`config.mk`:
```
export PLATFORM = sky130hd
export DESIGN_NAME = bound_flash_seq
export DESIGN_NICKNAME = d
export VERILOG_FILES = /design/src/rtl/bound_flash_seq.sv
export SDC_FILE = /design/constraint.sdc
export NUM_CORES = 1
export LEC_CHECK = 0
export ABC_CLOCK_PERIOD_IN_PS = 8300
export CAP_MARGIN = 10
export CORE_MARGIN = 1.5
export CORE_UTILIZATION = 35
export CTS_CLUSTER_SIZE = 40
export DETAILED_ROUTE_END_ITERATION = 8
export SYNTH_ARGS = -nofsm -noshare
export SYNTH_HDL_FRONTEND = slang
export SYNTH_SLANG_ARGS = --single-unit
```
`constraint.sdc`:
```
create_clock -name clk -period 8.3 [get_ports clk]
set_clock_uncertainty 0.2 [all_clocks]
set_input_delay 1.245 -clock clk [delete_from_list [all_inputs] [get_ports clk]]
set_output_delay 1.245 -clock clk [all_outputs]
set_load 0.01 [all_outputs]
```
`src/rtl/bound_flash_seq.sv`:
```
// bound_flash_seq: bound-flasher sequencer with step prescaler, flick synchronizer and 16-lamp thermometer.
// Define BOUND_FLASH_LATCH_EN to remember flick pulses that fall between ticks.
module bound_flash_seq #(
    parameter int TICK_DIV = 50_000_000
) (
    input  logic        clk,
    input  logic        rst_n,
    input  logic        flick,
    output logic [15:0] led,
    output logic [4:0]  level,
    output logic [2:0]  state,
    output logic        busy,
    output logic        tick
);
    localparam int CW = TICK_DIV > 1 ? $clog2(TICK_DIV) : 1;
    typedef enum logic [2:0] {IDLE, UP6, DN0, UP11, DN5, UP16, DNEND} state_t;
    state_t        st, ns;
    logic [CW-1:0] cnt;
    logic [1:0]    sync;
    logic          flick_s, fl, up, dn, kick;
    logic [4:0]    nl;
    logic [15:0]   therm;
    assign tick    = cnt == CW'(TICK_DIV - 1);
    assign flick_s = sync[1];
    assign state   = st;
    assign busy    = st != IDLE;
`ifdef BOUND_FLASH_LATCH_EN
    logic flick_req;
    always_ff @(posedge clk or negedge rst_n)
        if (!rst_n) flick_req <= 1'b0;
        else        flick_req <= !tick && (flick_req || flick_s);
    assign fl = flick_s | flick_req;
`else
    assign fl = flick_s;
`endif
    // decisions are made on the level this tick will produce
    always_comb begin
        up    = st inside {UP6, UP11, UP16};
        dn    = st inside {DN0, DN5, DNEND};
        nl    = up ? (level == 5'd16 ? level : level + 5'd1) :
                dn ? (level == 5'd0 ? level : level - 5'd1) : {4'd0, st == IDLE && fl};
        kick  = fl && (nl == 5'd6 || nl == 5'd11);
        therm = ~(16'hFFFF << nl);
        ns    = IDLE;
        case (st)
            IDLE:    ns = fl ? UP6 : IDLE;
            UP6:     ns = nl == 5'd6 ? DN0 : UP6;
            DN0:     ns = nl == 5'd0 ? UP11 : DN0;
            UP11:    ns = kick ? DN0 : nl == 5'd11 ? DN5 : UP11;
            DN5:     ns = nl == 5'd5 ? UP16 : DN5;
            UP16:    ns = kick ? DN5 : nl == 5'd16 ? DNEND : UP16;
            DNEND:   ns = nl == 5'd0 ? IDLE : DNEND;
            default: ns = IDLE;
        endcase
    end
    always_ff @(posedge clk or negedge rst_n)
        if (!rst_n) begin
            cnt   <= '0;
            sync  <= 2'b00;
            st    <= IDLE;
            level <= 5'd0;
            led   <= 16'h0000;
        end else begin
            cnt  <= tick ? '0 : cnt + 1'b1;
            sync <= {sync[0], flick};
            if (tick) begin
                st    <= ns;
                level <= nl;
                led   <= therm;
            end
        end
endmodule

```
Word level (Yosys, flattened, before mapping)

Index checks and enable logic that the tools add are counted.

Add/sub/neg operators: 3
Equal/unequal tests: 12
Shift operators: 1
Mux-type cells: 15
Bitwise gates (word level): 1
Reductions and logical operators: 9

Operators by type and width:

| cell                  | number |
|---|---|
| $add 26x1->26 const B | 1 |
| $eq 26x26->1 const B  | 1 |
| $mux 26               | 1 |
| $pmux 3 s7            | 1 |
| $mux 5                | 4 |
| $not 16->16           | 1 |
| $shl 16x5->16 const A | 1 |
| $eq 5x3->1 const B    | 2 |
| $eq 5x5->1 const B    | 2 |
| $logic_not 5->1       | 2 |
| $eq 3x3->1 const B    | 3 |
| $mux 3                | 3 |
| $reduce_bool 3->1     | 3 |
| $eq 3x2->1 const B    | 2 |
| $mux 2                | 3 |
| $add 5x1->5 const B   | 1 |
| $eq 5x4->1 const B    | 1 |
| $sub 5x1->5 const B   | 1 |
| $eq 3x1->1 const B    | 1 |
| $logic_not 3->1       | 1 |
| $mux 1                | 3 |
| $logic_and 1x1->1     | 2 |
| $logic_or 1x1->1      | 1 |

Flip-flop bits (word level): 52
Input port bits: 3

Depth between registers and ports, before layout

Gate-level depths: netlist (run 1).

Word-level depth: 9
Mapped depth: 11

Least setup slack after synthesis (run 1)

Ideal clock, no wire load.

Path type: reg2out
Start: register cnt[0]
End: output port tick
Arrival: 1940 ps
Data required time: 6855 ps
Slack: 4915 ps
Stages on the path, launching flop included: 8
Path through: dfrtp_1 > ha_1 > and4_1 > nand3_1 > or4_1 > inv_1 > buf_2 > buf_2

Word-level cells in the longest chain between the ends: 1

Ends and longest elaborated chain:

| item                   | line | text |
|---|---|---|
| start, declared        | 18   | `logic [CW-1:0] cnt;` |
| start signal, assigned | 64   | `cnt <= tick ? '0 : cnt + 1'b1;` |
| $eq 26x26->1           | 23   | `assign tick = cnt == CW'(TICK_DIV - 1);` |
| end, declared          | 13   | `output logic tick` |

Every way passes these cells.

Final worst setup path (run 1)

Ends and elaborated chain as after synthesis.

==> results of run 1 <==
-- state kept, by name, indices dropped and copies added, names as in the netlist --
signal / flops
cnt: 26
led: 16
level: 4
state: 3
sync: 2
-- synth_stat cells (2+ instances only) --
library cell,count,area share [%]
and4_1,3,0.94
and3_1,2,0.45
buf_4,2,0.54
a21o_1,2,0.54
or4_1,2,0.54
buf_6,2,0.81
xor2_1,13,4.1
nand3_1,15,2.7
o21ai_1,2,0.36
nand4_1,6,1.3
buf_2,6,1.1
xnor2_1,14,4.4
a21oi_1,14,2.5
inv_1,15,2.0
and2_1,3,0.67
a31oi_1,2,0.45
o21ai_0,20,3.6
nand2_1,42,5.6
nor3_1,7,1.3
nor3_2,2,0.72
dfrtp_1,51,46
or3_1,4,0.89
ha_1,3,1.3
or2_2,3,0.67
nor4b_1,2,0.63
clkbuf_1,8,1.1
nor4_1,2,0.45
nor2_1,35,4.7
-- power by group --
part | leakage (nW) | internal (mW) | switching, mW
Combinational | 0.639 | 0.00197 | 0.00683
Sequential | 0.694 | 0.249 | 0.000418
Clock | 0.0548 | 0.0909 | 0.0874
Total | 1.39 | 0.342 | 0.0946
-- worst max-delay path by stage --
stage | from | endpoint | cells past startpoint
floorplan | cnt[0] | tick | 7
global placement | cnt[0] | tick | 6
detailed placement | cnt[0] | tick | 6
CTS | cnt[0] | tick | 6
global route | cnt[0] | tick | 6
finish | cnt[0] | tick | 6
-- final cells by class --
cell class                      count  area (µm²)
Clock buffer                        5        68.8
Clock inverter                      3        46.3
Fill cell                         777        4500
Inverter                           15        56.3
Multi-Input combinational cell    225        1370
Sequential cell                    51        1280
Tap cell                          102         128
Timing Repair Buffer               30         290
-- kinds of logic after synthesis --
family | count (synthesis)
simple gates | 137
compound gates | 56
xor+xnor | 27
buf+inv | 33
fa+ha+maj | 3
mux | 2
flops | 51
-- metal layers --
layer	routed length, µm	vias up	global-route usage [%]
met2	2830	39	25.3
li1	-	1096	-
met3	176	9	2.22
met4	95	0	5.90
met5	0	-	0
met1	2860	1038	20.2
-- stage by stage --
stage                     worst slack, ps  hold slack [ps]  cell area (µm²)  utilization (%)  power, mW
after floorplan                      4910              131             2800                -      0.256
after global placement               4170              134             3120             40.3      0.263
after detailed placement             4140              140             3120             40.3      0.263
after CTS                            3780              163             3230             41.8      0.443
after global routing                 3570              176             3230             41.8      0.452
final                                3820              166             3230             41.8      0.436
==> impl_metrics.ini, run 1 <==
[power_and_ir_drop]
powerDensity_mw_per_mm2 = 135
ir_worst_vdd_v = 0.0000903
p_leak_nw = 1.39

[placed_design]
placedCellCount = 423
portBuffers = 28
place_congestion = 0.820
hpwl_um = 4110

[clocking]
cts_resized = 0
cts_buffers = 5
clock_path_buffers = 2
numClockSinks = 51
cts_setup_buffers = 0
cts_root_buf = clkbuf_8
postCtsHoldBufs = 0
insertion_delay_ps = 320
cts.reportedPaths.clkPinSlew_ps = 90
htree_levels = 2
cts_tree = done

[finish]
num_antenna_cells = 0
final_cell_mix = dfrtp_1, nand2_1, nor2_1, clkdlybuf4s50_1, o21ai_0
fin_cells = 431
mostFrequentLayoutCell = dfrtp_1
drive_above_1_share_pct = 7.60
area_growth_pct = 15.6
nets = 334

[detailed_routing]
drtPass1Iterations = 4
routedWlPerCell_um = 13.8
drc = 0
postRouteAntennaNets = 0
vias = 2182
wl_um = 5960
drtIter0Drc = 78
via_per_inst = 5.06

[synth]
synth.avg_cell_area_um2 = 9.05
synth-edff-count = 0
synth_xor_xnor_area_share_pct = 8.46
ys_ff_latch = 51
synth_top_family_by_area = simple AND/OR/NAND/NOR gates
synth-compound-area-share_pct = 13.6
ys_warn_count = 0
async_reset_ff_share_pct = 100
syn_area_mm2 = 0.00280
synth.distinct_cells = 55
syn_inst = 309
synthMuxAreaShare_pct = 0.761
synth_seq_area_share_pct = 45.6
synth-main-ff-cell = dfrtp_1
synthAdderAreaFrac_pct = 1.34
synth-simple-area-share_pct = 24.7
synthesis.nets = 315

[setup_path]
crit_chain = ha_1 -> and4_1 -> nand3_1 -> or4_1 -> inv_1 -> clkdlybuf4s50_1
rr_startpoint = cnt[0]
worst-r2r-setup-slack_ps = 5020
max_stage_delay_ps = 990
critPathCaptureType = output pin
startpoint_type = register
rr_worst_depth = 9
worstSetupPathType = reg -> out
critPathRequiredTime_ps = 6860
crit_arrival_ps = 3030
crit_buf_inv = 2
critPathSlowestCell = or4_1
worst-path-max-fanout = 30
timing.rr.end = state[1]
critPathTopFamily = simple AND/OR/NAND/NOR gates

[floorplanning]
start_util_pct = 36.2
num_io_pins = 29
die_y_um = 92.4
dieWidth_um = 92.4
rows = 32
core_area_mm2 = 0.00773
die-area_mm2 = 0.00853

[global_routing]
grt_pass1_wl_um = 10600
grt_use_total_pct = 15.3
antenna_found_initial = 0
grt_max_degree = 52
grt_pass1_vias = 2219
grt_overflow = 0

[timing]
fin_setup_tns_ps = 0
max_freq_mhz = 223
setup_viol = 0
rsz0062_at_grt = no
worst_slew_pin_slew_ps = 996
period_needed_ps = 4480
finalCritPeriodShare_pct = 53.9
hold_violations = 0
finalMaxSlewViolations = 0
max-slew-margin-rel_pct = 33.6

[run_status]
status = complete, no violations

[min_path]
hold_start = sync[0]
min_to = sync[1]
hold_path_class = reg -> reg
min_path_cells = 0

[flow_run]
cap_violations = 0
Note: power is estimated with default switching activity, not from simulation.
==> inputs of run 2 (changes only) <==
--- a/config.mk
+++ b/config.mk
@@ -5,7 +5,7 @@
 export SDC_FILE = /design/constraint.sdc
 export NUM_CORES = 1
 export LEC_CHECK = 0
-export ABC_CLOCK_PERIOD_IN_PS = 8300
+export ABC_CLOCK_PERIOD_IN_PS = 3700
 export CAP_MARGIN = 10
 export CORE_MARGIN = 1.5
 export CORE_UTILIZATION = 35
==> constraint.sdc (replaced) <==
create_clock -name clk -period 3.7 [get_ports clk]
set_clock_uncertainty 0.2 [all_clocks]
set_input_delay 0.555 -clock clk [delete_from_list [all_inputs] [get_ports clk]]
set_output_delay 0.555 -clock clk [all_outputs]
set_load 0.01 [all_outputs]
==> impl_metrics.ini, run 2 (synthesized netlist as in run 1, its figures left out) <==
[timing]
fin_setup_tns_ps = 0
rsz0062_at_grt = no
max-slew-margin-rel_pct = 49.6
finalCritPeriodShare_pct = 86.7
finalMaxSlewViolations = 0
worst_slew_pin_slew_ps = 756
max_freq_mhz = 312
setup_viol = 0
period_needed_ps = 3210
hold_violations = 0

[clocking]
cts_tree = done
clock_path_buffers = 2
htree_levels = 2
numClockSinks = 51
cts_resized = 0
cts_setup_buffers = 0
cts.reportedPaths.clkPinSlew_ps = 100
cts_root_buf = clkbuf_8
postCtsHoldBufs = 0
insertion_delay_ps = 310
cts_buffers = 5

[floorplanning]
rows = 32
start_util_pct = 36.2
dieWidth_um = 92.4
num_io_pins = 29
die_y_um = 92.4
core_area_mm2 = 0.00773
die-area_mm2 = 0.00853

[detailed_routing]
routedWlPerCell_um = 13.9
drtPass1Iterations = 4
via_per_inst = 5.03
vias = 2179
drtIter0Drc = 98
drc = 0
postRouteAntennaNets = 0
wl_um = 6020

[finish]
mostFrequentLayoutCell = dfrtp_1
reg.largest.list = cnt: 26 flops, led: 16 flops, level: 4 flops
final_util_pct = 42.0
drive_above_1_share_pct = 8.16
fillers = 757
final_cell_mix = dfrtp_1, nand2_1, nor2_1, clkdlybuf4s50_1, o21ai_0
design_area_mm2 = 0.00325
largest_reg_flops = 26
nets = 336
top_register = cnt
fin_cells = 433
num_antenna_cells = 0
area_growth_pct = 16.1

[setup_path]
critPathCaptureType = output pin
crit_arrival_ps = 2450
worstSetupPathType = reg -> out
critPathRequiredTime_ps = 2940
startpoint_type = register
rr_startpoint = level[0]
worst-r2r-setup-slack_ps = 820
worst-path-max-fanout = 4
rr_worst_depth = 9
timing.rr.end = state[1]

[placed_design]
place_area_mm2 = 0.00313
place_congestion = 0.887
hpwl_um = 4230
portBuffers = 28
placedCellCount = 425

[global_routing]
antenna_found_initial = 0
grt_use_total_pct = 15.3
grt_overflow = 0
grt_pass1_wl_um = 10500
grt_max_degree = 31
grt_pass1_vias = 2140

[power_and_ir_drop]
p_leak_nw = 1.40
powerDensity_mw_per_mm2 = 301
ir_worst_vdd_v = 0.000176

[min_path]
hold_path_class = in -> async

[run_status]
status = complete, no violations

[flow_run]
cap_violations = 0
==> run 2: worst max-delay path by stage <==
stage	from	endpoint	slack, ps	cells after the start
global placement	cnt[0]	tick	840	6
global route	cnt[0]	tick	320	6
detailed placement	cnt[0]	tick	820	6
floorplan	cnt[0]	tick	1000	7
finish	cnt[0]	tick	490	6
CTS	cnt[0]	tick	460	6
==> run 2: metrics by stage <==
stage	setup slack [ps]	power, mW	hold slack (ps)
finish	492	0.978	67.6
global route	320	1.02	121
CTS	463	0.994	85.1
detailed placement	823	0.591	140
global placement	841	0.590	136
floorplan	1000	0.575	59.4
==> run 2: worst max-delay path, stage by stage (launching register included) <==
cell and delay, ps:
dfrtp_1 400, ha_1 230, and4_1 230, nand3_1 100, or4_1 560, inv_1 100
clkdlybuf4s50_1 540
==> run 2: cell type report <==
class / count / area, µm² / share of cell area, %
Clock buffer: 5 / 68.8 / 2.12
Inverter: 15 / 56.3 / 1.73
Sequential cell: 51 / 1280 / 39.3
Tap cell: 102 / 128 / 3.93
Timing Repair Buffer: 32 / 305 / 9.40
Multi-Input combinational cell: 225 / 1370 / 42.1
Clock inverter: 3 / 46.3 / 1.43
==> run 2: metal layers <==
| metal | GRT usage, % | part of all wire [%] |
|---|---|---|
| met4 | 4.36 | 1.2 |
| met1 | 20.3 | 45 |
| met2 | 25.6 | 49 |
| met5 | 0 | 0 |
| met3 | 2.63 | 4.4 |
==> run 2: power breakdown <==
part           switching [mW]  internal, mW
clock                   0.196         0.204
combinational          0.0152       0.00443
sequential           0.000912         0.558
